**config.mk**
```make
export PLATFORM = sky130hd
export DESIGN_NAME = cic_comb
export DESIGN_NICKNAME = d
export VERILOG_FILES = /design/src/rtl/cic_comb.sv
export SDC_FILE = /design/constraint.sdc
export NUM_CORES = 1
export LEC_CHECK = 0
export ABC_AREA = 1
export CAP_MARGIN = 0
export CORE_ASPECT_RATIO = 0.7
export CORE_MARGIN = 2
export CORE_UTILIZATION = 30
export CTS_BUF_LIST = sky130_fd_sc_hd__clkbuf_16
export DETAILED_ROUTE_END_ITERATION = 7
export SLEW_MARGIN = 20
export SYNTH_ARGS = -nofsm -noshare
export SYNTH_HDL_FRONTEND = slang
export SYNTH_SLANG_ARGS = --single-unit
```
**constraint.sdc**
```tcl
create_clock -name clk -period 4.1 [get_ports clk]
set_input_delay 0.82 -clock clk [delete_from_list [all_inputs] [get_ports clk]]
set_output_delay 0.82 -clock clk [all_outputs]
set_load 0.02 [all_outputs]
```
**src/rtl/cic_comb.sv**
```systemverilog
// cic_comb: N cascaded comb stages y[n] = x[n] - x[n-M] at IW bits, then scaled to OW bits.
// Define CIC_COMB_ROUND_EN for round-half-up with positive saturation when OW < IW.
module cic_comb #(
  parameter int IW = 37,
  parameter int N  = 3,
  parameter int M  = 1,
  parameter int OW = 37
) (
  input  logic                 clk,
  input  logic                 rst,
  input  logic signed [IW-1:0] din,
  input  logic                 din_vld,
  output logic signed [OW-1:0] dout,
  output logic                 dout_vld
);

  localparam int SHIFT = IW - OW;

  logic signed [IW-1:0] r_stage [N];
  logic signed [IW-1:0] r_dly   [N][M];
  logic [N-1:0]         r_vld;
  logic signed [OW-1:0] r_dout;
  logic                 r_dout_vld;

  logic signed [IW-1:0] w_x [N];
  logic [N-1:0]         w_v;
  logic signed [OW-1:0] w_scaled;

  // Stage k consumes the previous stage's register and valid bit; stage 0 consumes din.
  always_comb begin
    w_v    = '0;
    w_x[0] = din;
    w_v[0] = din_vld;
    for (int unsigned k = 1; k < N; k++) begin
      w_x[k] = r_stage[k-1];
      w_v[k] = r_vld[k-1];
    end
  end

  always_ff @(posedge clk) begin
    if (!rst) begin
      r_vld      <= '0;
      r_dout     <= '0;
      r_dout_vld <= 1'b0;
      for (int unsigned k = 0; k < N; k++) begin
        r_stage[k] <= '0;
        for (int unsigned m = 0; m < M; m++) r_dly[k][m] <= '0;
      end
    end else begin
      for (int unsigned k = 0; k < N; k++) begin
        r_vld[k] <= w_v[k];
        if (w_v[k]) begin
          r_stage[k]  <= w_x[k] - r_dly[k][M-1];
          r_dly[k][0] <= w_x[k];
          for (int unsigned m = 1; m < M; m++) r_dly[k][m] <= r_dly[k][m-1];
        end
      end
      r_dout_vld <= r_vld[N-1];
      if (r_vld[N-1]) r_dout <= w_scaled;
    end
  end

`ifdef CIC_COMB_ROUND_EN
  if (SHIFT > 0) begin : g_round
    localparam logic [OW:0] MAXP = {1'b0, {OW{1'b1}}} >> 1;
    logic [OW:0] w_rnd;
    // (x + 2^(SHIFT-1)) >> SHIFT == floor(x / 2^SHIFT) + x[SHIFT-1]; only +2^(OW-1) can overflow.
    assign w_rnd    = {r_stage[N-1][IW-1], r_stage[N-1][IW-1:SHIFT]}
                    + {{OW{1'b0}}, r_stage[N-1][SHIFT-1]};
    assign w_scaled = (w_rnd[OW:OW-1] == 2'b01) ? MAXP[OW-1:0] : w_rnd[OW-1:0];
  end else begin : g_pass
    assign w_scaled = r_stage[N-1];
  end
`else
  assign w_scaled = r_stage[N-1][IW-1:SHIFT];
`endif

  assign dout     = r_dout;
  assign dout_vld = r_dout_vld;

endmodule

```
==> Yosys cells after proc, flatten, opt, wreduce, memory -nomap -nowiden <==
Memory sizes are Yosys's and may differ from the RTL's. A register that Yosys moved wholly into a read port is not among the register bits.
Index checks and enable logic that the tools add are counted.
{ "classes": {"n_addsub": 3, "n_mux": 16, "bitwise_logic": 6, "n_reduce_logical": 1} }
{ "op_table": {"columns": ["cell", "n"], "rows": [
  ["37-bit two-way mux", 6],
  ["37-bit subtractor", 3],
  ["1-bit two-way mux", 10],
  ["1-bit bitwise OR", 6],
  ["1-bit logical NOT", 1]
]} }
{ "word_totals": {"regBits": 4, "ram_bits": 222, "inputBits": 40, "elab_cells": 30, "memories": 2} }
{ "mem_list": {"columns": ["name", "depth", "width", "rd", "rd_ports_with_merged_regs", "write_ports", "line_no", "source"], "rows": [
  ["r_dly", 3, 37, 3, 0, 3, "20", "logic signed [IW-1:0] r_dly [N][M];"],
  ["r_stage", 3, 37, 3, 1, 3, "19", "logic signed [IW-1:0] r_stage [N];"]
]} }

==> Depth between registers and ports, before layout <==
Gate-level depths: netlist (run 1).
{ "depth": {"ltp_word": 4, "depth_mapped": 15} }

==> Least setup slack after synthesis (run 1) <==
OpenSTA, ideal clock, no wires.
{ "synth_timing": {"path_kind": "input -> register", "start": "input port rst", "end": "memory r_dly[0][0] (netlist bit), enable pin", "setup_ns": 0.755, "arrival_time_ns": 2.307, "slack_ns": 1.038, "path_stages": 2, "n_path_buf": 1, "cell_sequence": "clkbuf_1 -> nand2_1"} }
{ "synth_rtl": {"columns": ["element", "line_no", "source"], "rows": [
  ["from (decl)", "10", "input logic rst,"],
  ["to (decl)", "20", null]
]} }

==> reports/summary.log, run 1 <==
INFO  clocking       tritoncts=done
INFO  route          routed-via-count=14,800
INFO  clocking       cts_resized=0
INFO  setup_path     path_delay_family=simple AND/OR/NAND/NOR gates
INFO  synthesis      synth.ff_latch_count=263
INFO  cells_and_area layout-drive-gt1-share=3.52%
INFO  synthesis      synth_enable_flop_cells=222
INFO  floorplanning  floorplan.die.width=293um
INFO  clocking       path_clk_slew=60ps
INFO  cells_and_area fin_nets=2,714
INFO  sta            finClkSkew=18.2ps
INFO  sta            report.final.slew_viol_count=0
INFO  power_and_ir_drop p_leak=10.6nW
INFO  clocking       cts.repair_timing.setup_buffer_count=0
INFO  cells_and_area final_cell_area=20,200squm
INFO  placement      placement.setup.worst_slack=875ps
INFO  global_route   global_route_usage_over_all_layers=14.6%
INFO  cells_and_area syn2layout_area_growth=15.1%
INFO  synthesis      synthesized_area_divided_by_synthesized_cell_count=7.09squm
INFO  clocking       cts_buffers=30
INFO  placement      detailed_place.area=19,300squm
INFO  setup_path     cpMostUsedCell=nand2_1
INFO  synthesis      netlist_area=17,600squm
INFO  placement      hpwl=32.9mm
INFO  setup_path     regToRegStartpoint=r_stage[1][0]
INFO  cells_and_area final_util=34.8%
INFO  synthesis      synth_top_cells_by_count=750 x nand2_1, 542 x inv_1, 323 x nor2_1
INFO  synthesis      netlist_instances=2,479
INFO  worst_hold_path hp-class=register to register
INFO  setup_path     worstReg2RegEnd=r_stage[2][32]
INFO  flow_run       max-cap-violations=0
INFO  setup_path     timing.critical_path.from_type=input port
INFO  setup_path     critical_path.n_buffers_inverters=3
INFO  route          post_drt_via_cell_ratio=4.43
INFO  sta            final_hold_viol_count=0
INFO  sta            final.period_utilization=64.8%
INFO  global_route   grt_antenna_before_repair=0
INFO  power_and_ir_drop power-per-cell-area=429nW/um^2
INFO  setup_path     crit_start=din[0]
INFO  setup_path     cp_data_arrival_time=2990ps
INFO  route          drt.antenna.violating_nets=0
INFO  setup_path     worstPathCellList=clkdlybuf4s50_1, inv_1, ha_1, fa_1, inv_1, nand3_1, nand3_1, nand2_1, nand2_1, nand2_1, nand2_1, nand2_1, a21oi_1, nor2_1
INFO  floorplanning  io-pin-count=78
INFO  synthesis      synth.most_common_cell=nand2_1
INFO  power_and_ir_drop vdd.ir_drop.worst=0.000412V
INFO  setup_path     critPathCaptureType=register
INFO  sta            setup_repair_after_global_routing_missed_its_margin=no
INFO  cells_and_area fillCellCount=6,269
INFO  global_route   grt_overflow_total=0
INFO  sta            worst_slack=1440ps
INFO  clocking       max-clock-path-buffers=3
INFO  synthesis      synth.top_cells.by_area=edfxtp_1 38%, nand2_1 16%, inv_1 12%
INFO  clocking       ctsRootBufferMaster=clkbuf_16
INFO  synthesis      asyncSetResetFlopFracSynth=0%
INFO  clocking       worst_skew_pair_latency=580ps
INFO  floorplanning  floorplan.rows=74
INFO  sta            slew_headroom=59.9%
INFO  route          wl=43.4mm
INFO  synthesis      yosysUniqueCellTypes=29
INFO  sta            final-setup-viol-count=0
INFO  placement      place.port_buffers=77
INFO  synthesis      seq_area_frac_synth=42.6%
INFO  setup_path     crit_path_largest_cell_delay=480ps
INFO  floorplanning  core_area=58,100squm
INFO  synthesis      yosys_most_used_dff=edfxtp_1
INFO  placement      placer_congestion=0.908
INFO  clocking       cts_hold_buf=0
INFO  setup_path     critical_path_required=4430ps
INFO  sta            post-route-min-period=2660ps
INFO  global_route   wire_length_of_the_first_global_routing_pass=72.2mm
INFO  synthesis      synth_top_cell_by_area=edfxtp_1
INFO  route          drtPass1Iterations=5
INFO  run_status     status=finished clean
INFO  route          routedWlPerCell=13.0um
INFO  setup_path     cp_capture_point=r_stage[0][32]
INFO  setup_path     cp_depth=14
INFO  synthesis      postSynthNetCount=2,630
INFO  synthesis      netlist.area_leader.share=37.9%
INFO  clocking       ctsHtreeMaxLevel=1
INFO  setup_path     worst-setup-path-type=input port to register
INFO  clocking       tritoncts_num_sinks=263
INFO  cells_and_area layout.cells.non_filler=3,347
INFO  setup_path     path_max_fanout=4
INFO  placement      placedCellCount=3,291
INFO  setup_path     rr_worst_depth=13
INFO  route          drc=0
INFO  global_route   vias_in_the_first_global_route=13,900
INFO  floorplanning  die_height=207um
INFO  setup_path     ff2ff_setup_slack=1660ps
INFO  global_route   grt_start_max_net_pins=75
INFO  sta            timing_worst_slew_pin_value=601ps
INFO  cells_and_area antenna_cells_inserted=0
INFO  floorplanning  fp.dieArea=60,600squm
INFO  route          initialDrtViolationCount=1,363
INFO  sta            fmax=376MHz
INFO  sta            finalSetupTns=0ps
INFO  synthesis      yosys_warnings=0
INFO  floorplanning  start_util=30.2%
INFO  setup_path     slowest_stage=clkdlybuf4s50_1
==> placed cells by master, fill, tap and decap left out, drive strengths merged <==
cell	instances
bufinv	1
a21oi	167
clkinv	8
nor3	16
nor2	331
nand2	759
buf	10
o211ai	2
clkbuf	33
fa	3
nand3	87
a21o	7
inv	559
dfxtp	41
o21ai	115
nand3b	6
o21bai	11
or2	9
edfxtp	222
o21a	10
clkinvlp	2
clkdlybuf4s50	77
xor2	3
ha	108
==> per-stage QoR <==
step	hold slack (ps)	power, mW
final	471	8.68
after CTS	471	8.75
after detailed placement	457	6.10
after global routing	512	9.30
after floorplan	435	5.35
after global placement	454	6.09
==> power breakdown <==
part / total, mW / leakage [nW] / switching, mW / internal [mW]
combinational: 2.68 / 7.42 / 1.81 / 0.870
sequential: 3.40 / 2.65 / 0.130 / 3.27
clock: 2.60 / 0.500 / 1.11 / 1.49
total: 8.68 / 10.6 / 3.05 / 5.63
==> layout make-up <==
cell class	instances	area (sq um)	area share, %
Timing Repair Buffer	87	908	4.49
Inverter	547	2060	10.2
Clock inverter	23	121	0.600
Sequential cell	263	7490	37.0
Clock buffer	33	826	4.08
Multi-Input combinational cell	1634	7890	39.0
Tap cell	760	951	4.70
==> layer usage <==
layer | track usage, % | share of wire [%] | up-vias
met4 | 2.59 | 1.6 | 0
met3 | 2.36 | 6.0 | 39
met5 | 0 | 0 | -
li1 | - | - | 7852
met1 | 21.6 | 52 | 6622
met2 | 22.6 | 40 | 316
==> state kept, by name (all words and copies together) (netlist names) <==
| register | cells |
|---|---|
| r_dly | 111 |
| dout_vld | 1 |
| r_vld | 3 |
| r_stage | 111 |
| dout | 37 |
==> worst min-delay path by stage <==
stage / startpoint / endpoint / slack, ps / cells after the start
global placement: r_stage[2][2] / dout[2] / 450 / 2
global route: r_stage[2][2] / dout[2] / 510 / 2
finish: r_stage[2][2] / dout[2] / 470 / 2
CTS: r_vld[1] / r_vld[2] / 470 / 2
detailed placement: r_stage[2][2] / dout[2] / 460 / 2
floorplan: r_vld[1] / r_vld[2] / 440 / 2
==> worst register-to-register path: stages (launching register included) <==
cell and delay [ps]:
edfxtp_1 370, inv_1 50, ha_1 230, fa_1 380, inv_1 130, nand3_1 100, nand3_2 140, nand2_1 80
nand2_2 90, nand2_1 70, nand2_1 190, nand2_1 140, a21oi_1 170, nor2_1 60
==> cell families after synthesis <==
kind of cell | Yosys count | synth area share [%]
DFF | 263 | 42.6
adders and majority gates | 111 | 8.03
xor gates and xnor gates | 3 | 0.149
buffers and inverters | 582 | 12.6
AOI/OAI and AO/OA | 312 | 9.33
and+or+nand+nor | 1208 | 27.3
Note: power is estimated with default switching activity, not from simulation.
==> run 2, diff against run 1 <==
==> constraint.sdc (replaced) <==
create_clock -name clk -period 2.15 [get_ports clk]
set_input_delay 0.43 -clock clk [delete_from_list [all_inputs] [get_ports clk]]
set_output_delay 0.43 -clock clk [all_outputs]
set_load 0.02 [all_outputs]
==> run 2 against run 1 <==
  * Wire length rose by 4.3%
  * Total power up 110%
  * Worst hold slack worse by 16 ps
  * Global-route usage rose by 0.17 points
  * Sequential share of layout area is 4.3 points lower
  * Count of clock-buffer cells in the layout rose by 1
  * Sequential cell count is the same
  * Die area unchanged
  * Non-clock buffer count grew 179
  * Cell count grew 5.4%
  * Via count increased by 4.7%
  * Critical endpoint is now r_stage[1][20]
  * Largest power group is now combinational logic
  * Highest routed layer unchanged
==> reports/summary.log, run 2 (synthesis gave the netlist of run 1 again) <==
INFO  route          drc=0
INFO  global_route   grt_antenna_before_repair=0
INFO  placement      placedCellCount=3,460
INFO  sta            worst_slack=36.6ps
INFO  setup_path     cp_depth=10
INFO  setup_path     critical_path_required=2480ps
INFO  setup_path     slowest_stage=edfxtp_1
INFO  global_route   use_met3=2.42%
INFO  cells_and_area antenna_cells_inserted=0
INFO  cells_and_area layout.cells.most_common=nand2_1
INFO  sta            fmax=473MHz
INFO  setup_path     cpMostUsedCell=nand2_1
INFO  sta            final_hold_viol_count=0
INFO  route          post_drt_via_cell_ratio=4.40
INFO  clocking       cts_buffers=31
INFO  setup_path     crit_path_largest_cell_delay=440ps
INFO  setup_path     worstPathCellList=ha_4, nand2_1, inv_1, nand2_1, nand2_1, a21oi_1, nand3_4, buf_4, o21ai_0, a21oi_1
INFO  setup_path     rr_worst_depth=10
INFO  setup_path     critical_path.n_buffers_inverters=2
INFO  global_route   wire_length_of_the_first_global_routing_pass=73.5mm
INFO  sta            timing_worst_slew_pin_value=639ps
INFO  run_status     status=finished clean
INFO  setup_path     timing.critical_path.from_type=register
INFO  global_route   global_route_usage_over_all_layers=14.8%
INFO  floorplanning  start_util=30.2%
INFO  floorplanning  io-pin-count=78
INFO  route          wl=45.3mm
INFO  setup_path     path_delay_family=simple AND/OR/NAND/NOR gates
INFO  setup_path     critPathCaptureType=register
INFO  sta            report.final.slew_viol_count=0
INFO  global_route   busiest_layer=met2
INFO  global_route   vias_in_the_first_global_route=14,400
INFO  worst_hold_path timing.hold.worst_path_depth=2
INFO  clocking       path_clk_slew=60ps
INFO  cells_and_area fin_nets=2,894
INFO  placement      hpwl=34.6mm
INFO  clocking       worst_skew_pair_latency=580ps
INFO  power_and_ir_drop vdd.ir_drop.worst=0.000545V
INFO  global_route   grt_overflow_total=0
INFO  clocking       ctsRootBufferMaster=clkbuf_16
INFO  route          drt.antenna.violating_nets=0
INFO  floorplanning  fp.dieArea=60,600squm
INFO  sta            finClkSkew=21.1ps
INFO  worst_hold_path hp-class=register to register
INFO  sta            finalSetupTns=0ps
INFO  placement      placement.setup.worst_slack=-635ps
INFO  power_and_ir_drop power-per-cell-area=810nW/um^2
INFO  cells_and_area syn2layout_area_growth=30.3%
INFO  floorplanning  floorplan.die.width=293um
INFO  cells_and_area layout.cells.most_common_list=691 x nand2_1, 536 x inv_1, 299 x nor2_1
INFO  route          routed-via-count=15,500
INFO  route          drtPass1Iterations=7
INFO  global_route   globalRouteMet1Util=21.9%
INFO  placement      place.port_buffers=77
INFO  floorplanning  floorplan.rows=74
INFO  power_and_ir_drop p_leak=11.6nW
INFO  flow_run       max-cap-violations=0
INFO  setup_path     path_max_fanout=5
INFO  cells_and_area final_cell_area=22,900squm
INFO  sta            setup_repair_after_global_routing_missed_its_margin=yes
INFO  cells_and_area layout-drive-gt1-share=17.8%
INFO  setup_path     cp_data_arrival_time=2440ps
INFO  route          initialDrtViolationCount=1,271
INFO  sta            post-route-min-period=2110ps
INFO  floorplanning  core_area=58,100squm
INFO  sta            slew_headroom=57.3%
INFO  setup_path     worst-setup-path-type=register to register
INFO  placement      placer_congestion=0.877
INFO  route          routedWlPerCell=12.8um
INFO  clocking       tritoncts=done
INFO  clocking       tritoncts_num_sinks=263
INFO  clocking       max-clock-path-buffers=3
INFO  floorplanning  die_height=207um
INFO  sta            final-setup-viol-count=0
INFO  clocking       cts_hold_buf=0
INFO  global_route   grt_start_max_net_pins=39
INFO  clocking       ctsHtreeMaxLevel=1
INFO  placement      detailed_place.area=20,600squm
INFO  cells_and_area layout.cells.non_filler=3,527
INFO  sta            worst_hold_slack=454ps
INFO  sta            final.period_utilization=98.3%
INFO  global_route   grt.met2_usage=23.1%
run 2: cell types whose count changed in the layout (fill, tap and decap cells not counted), moves of 8 or more:
| cell | previous run | this run |
|---|---|---|
| nand3_1 | 79 | 65 |
| ha_4 | 0 | 43 |
| buf_4 | 5 | 177 |
| nand2_2 | 11 | 58 |
| nand2_4 | 1 | 10 |
| inv_1 | 554 | 536 |
| nand3_4 | 0 | 8 |
| nor2_2 | 8 | 30 |
| a21oi_1 | 166 | 124 |
| nor2_1 | 323 | 299 |
| ha_2 | 0 | 14 |
| ha_1 | 108 | 51 |
| nand2_1 | 747 | 691 |
| a21oi_2 | 1 | 43 |
run 2: cell type report:
type / instances / area (sq um)
inverter: 547 / 2060
timing repair buffer: 266 / 2330
clock buffer: 34 / 851
fill: 6050 / 35200
clock inverter: 23 / 196
sequential: 263 / 7490
multi-input combinational: 1634 / 9030
tap: 760 / 951
run 2: power by group:
group          leakage (nW)  internal (mW)  switching (mW)  total [mW]
clock network         0.526           3.12            2.28        5.40
logic                  8.44           2.71            3.92        6.63
registers              2.65           6.23           0.296        6.52
total                  11.6           12.1            6.50        18.6
run 2: routing by layer:
metal	share of wire, %	vias up
met2	41	291
li1	-	8224
met4	1.1	0
met1	52	6978
met3	5.2	31
met5	0	-
run 2: timing repair:
item	4_1_cts	5_1_grt
setup buffers	0	10
pin swaps	5	33
gates resized for setup	15	231
endpoints found under the setup margin	23	74
run 2: worst min-delay path, stage by stage, from the launching register on:
cell     delay [ps]
dfxtp_1         300
nand2_1          60
inv_1            50
run 2: per-stage QoR:
step	total power [mW]	utilization (%)
2_1_floorplan	10.2	-
3_3_place_gp	12.3	35.5
3_5_place_dp	12.4	35.5
4_1_cts	17.9	37.4
5_1_grt	19.8	39.4
6_report	18.6	39.4
run 2: path summary, 6_finish.rpt:
| check | startpoint | to | slack, ps |
|---|---|---|---|
| worst max-delay path | r_stage[0][19] | r_stage[1][20] | 40 |
| worst min-delay path | r_vld[1] | r_vld[2] | 450 |
| worst max register to register | r_stage[0][19] | r_stage[1][20] | 40 |
| worst min register to register | r_vld[1] | r_vld[2] | 450 |
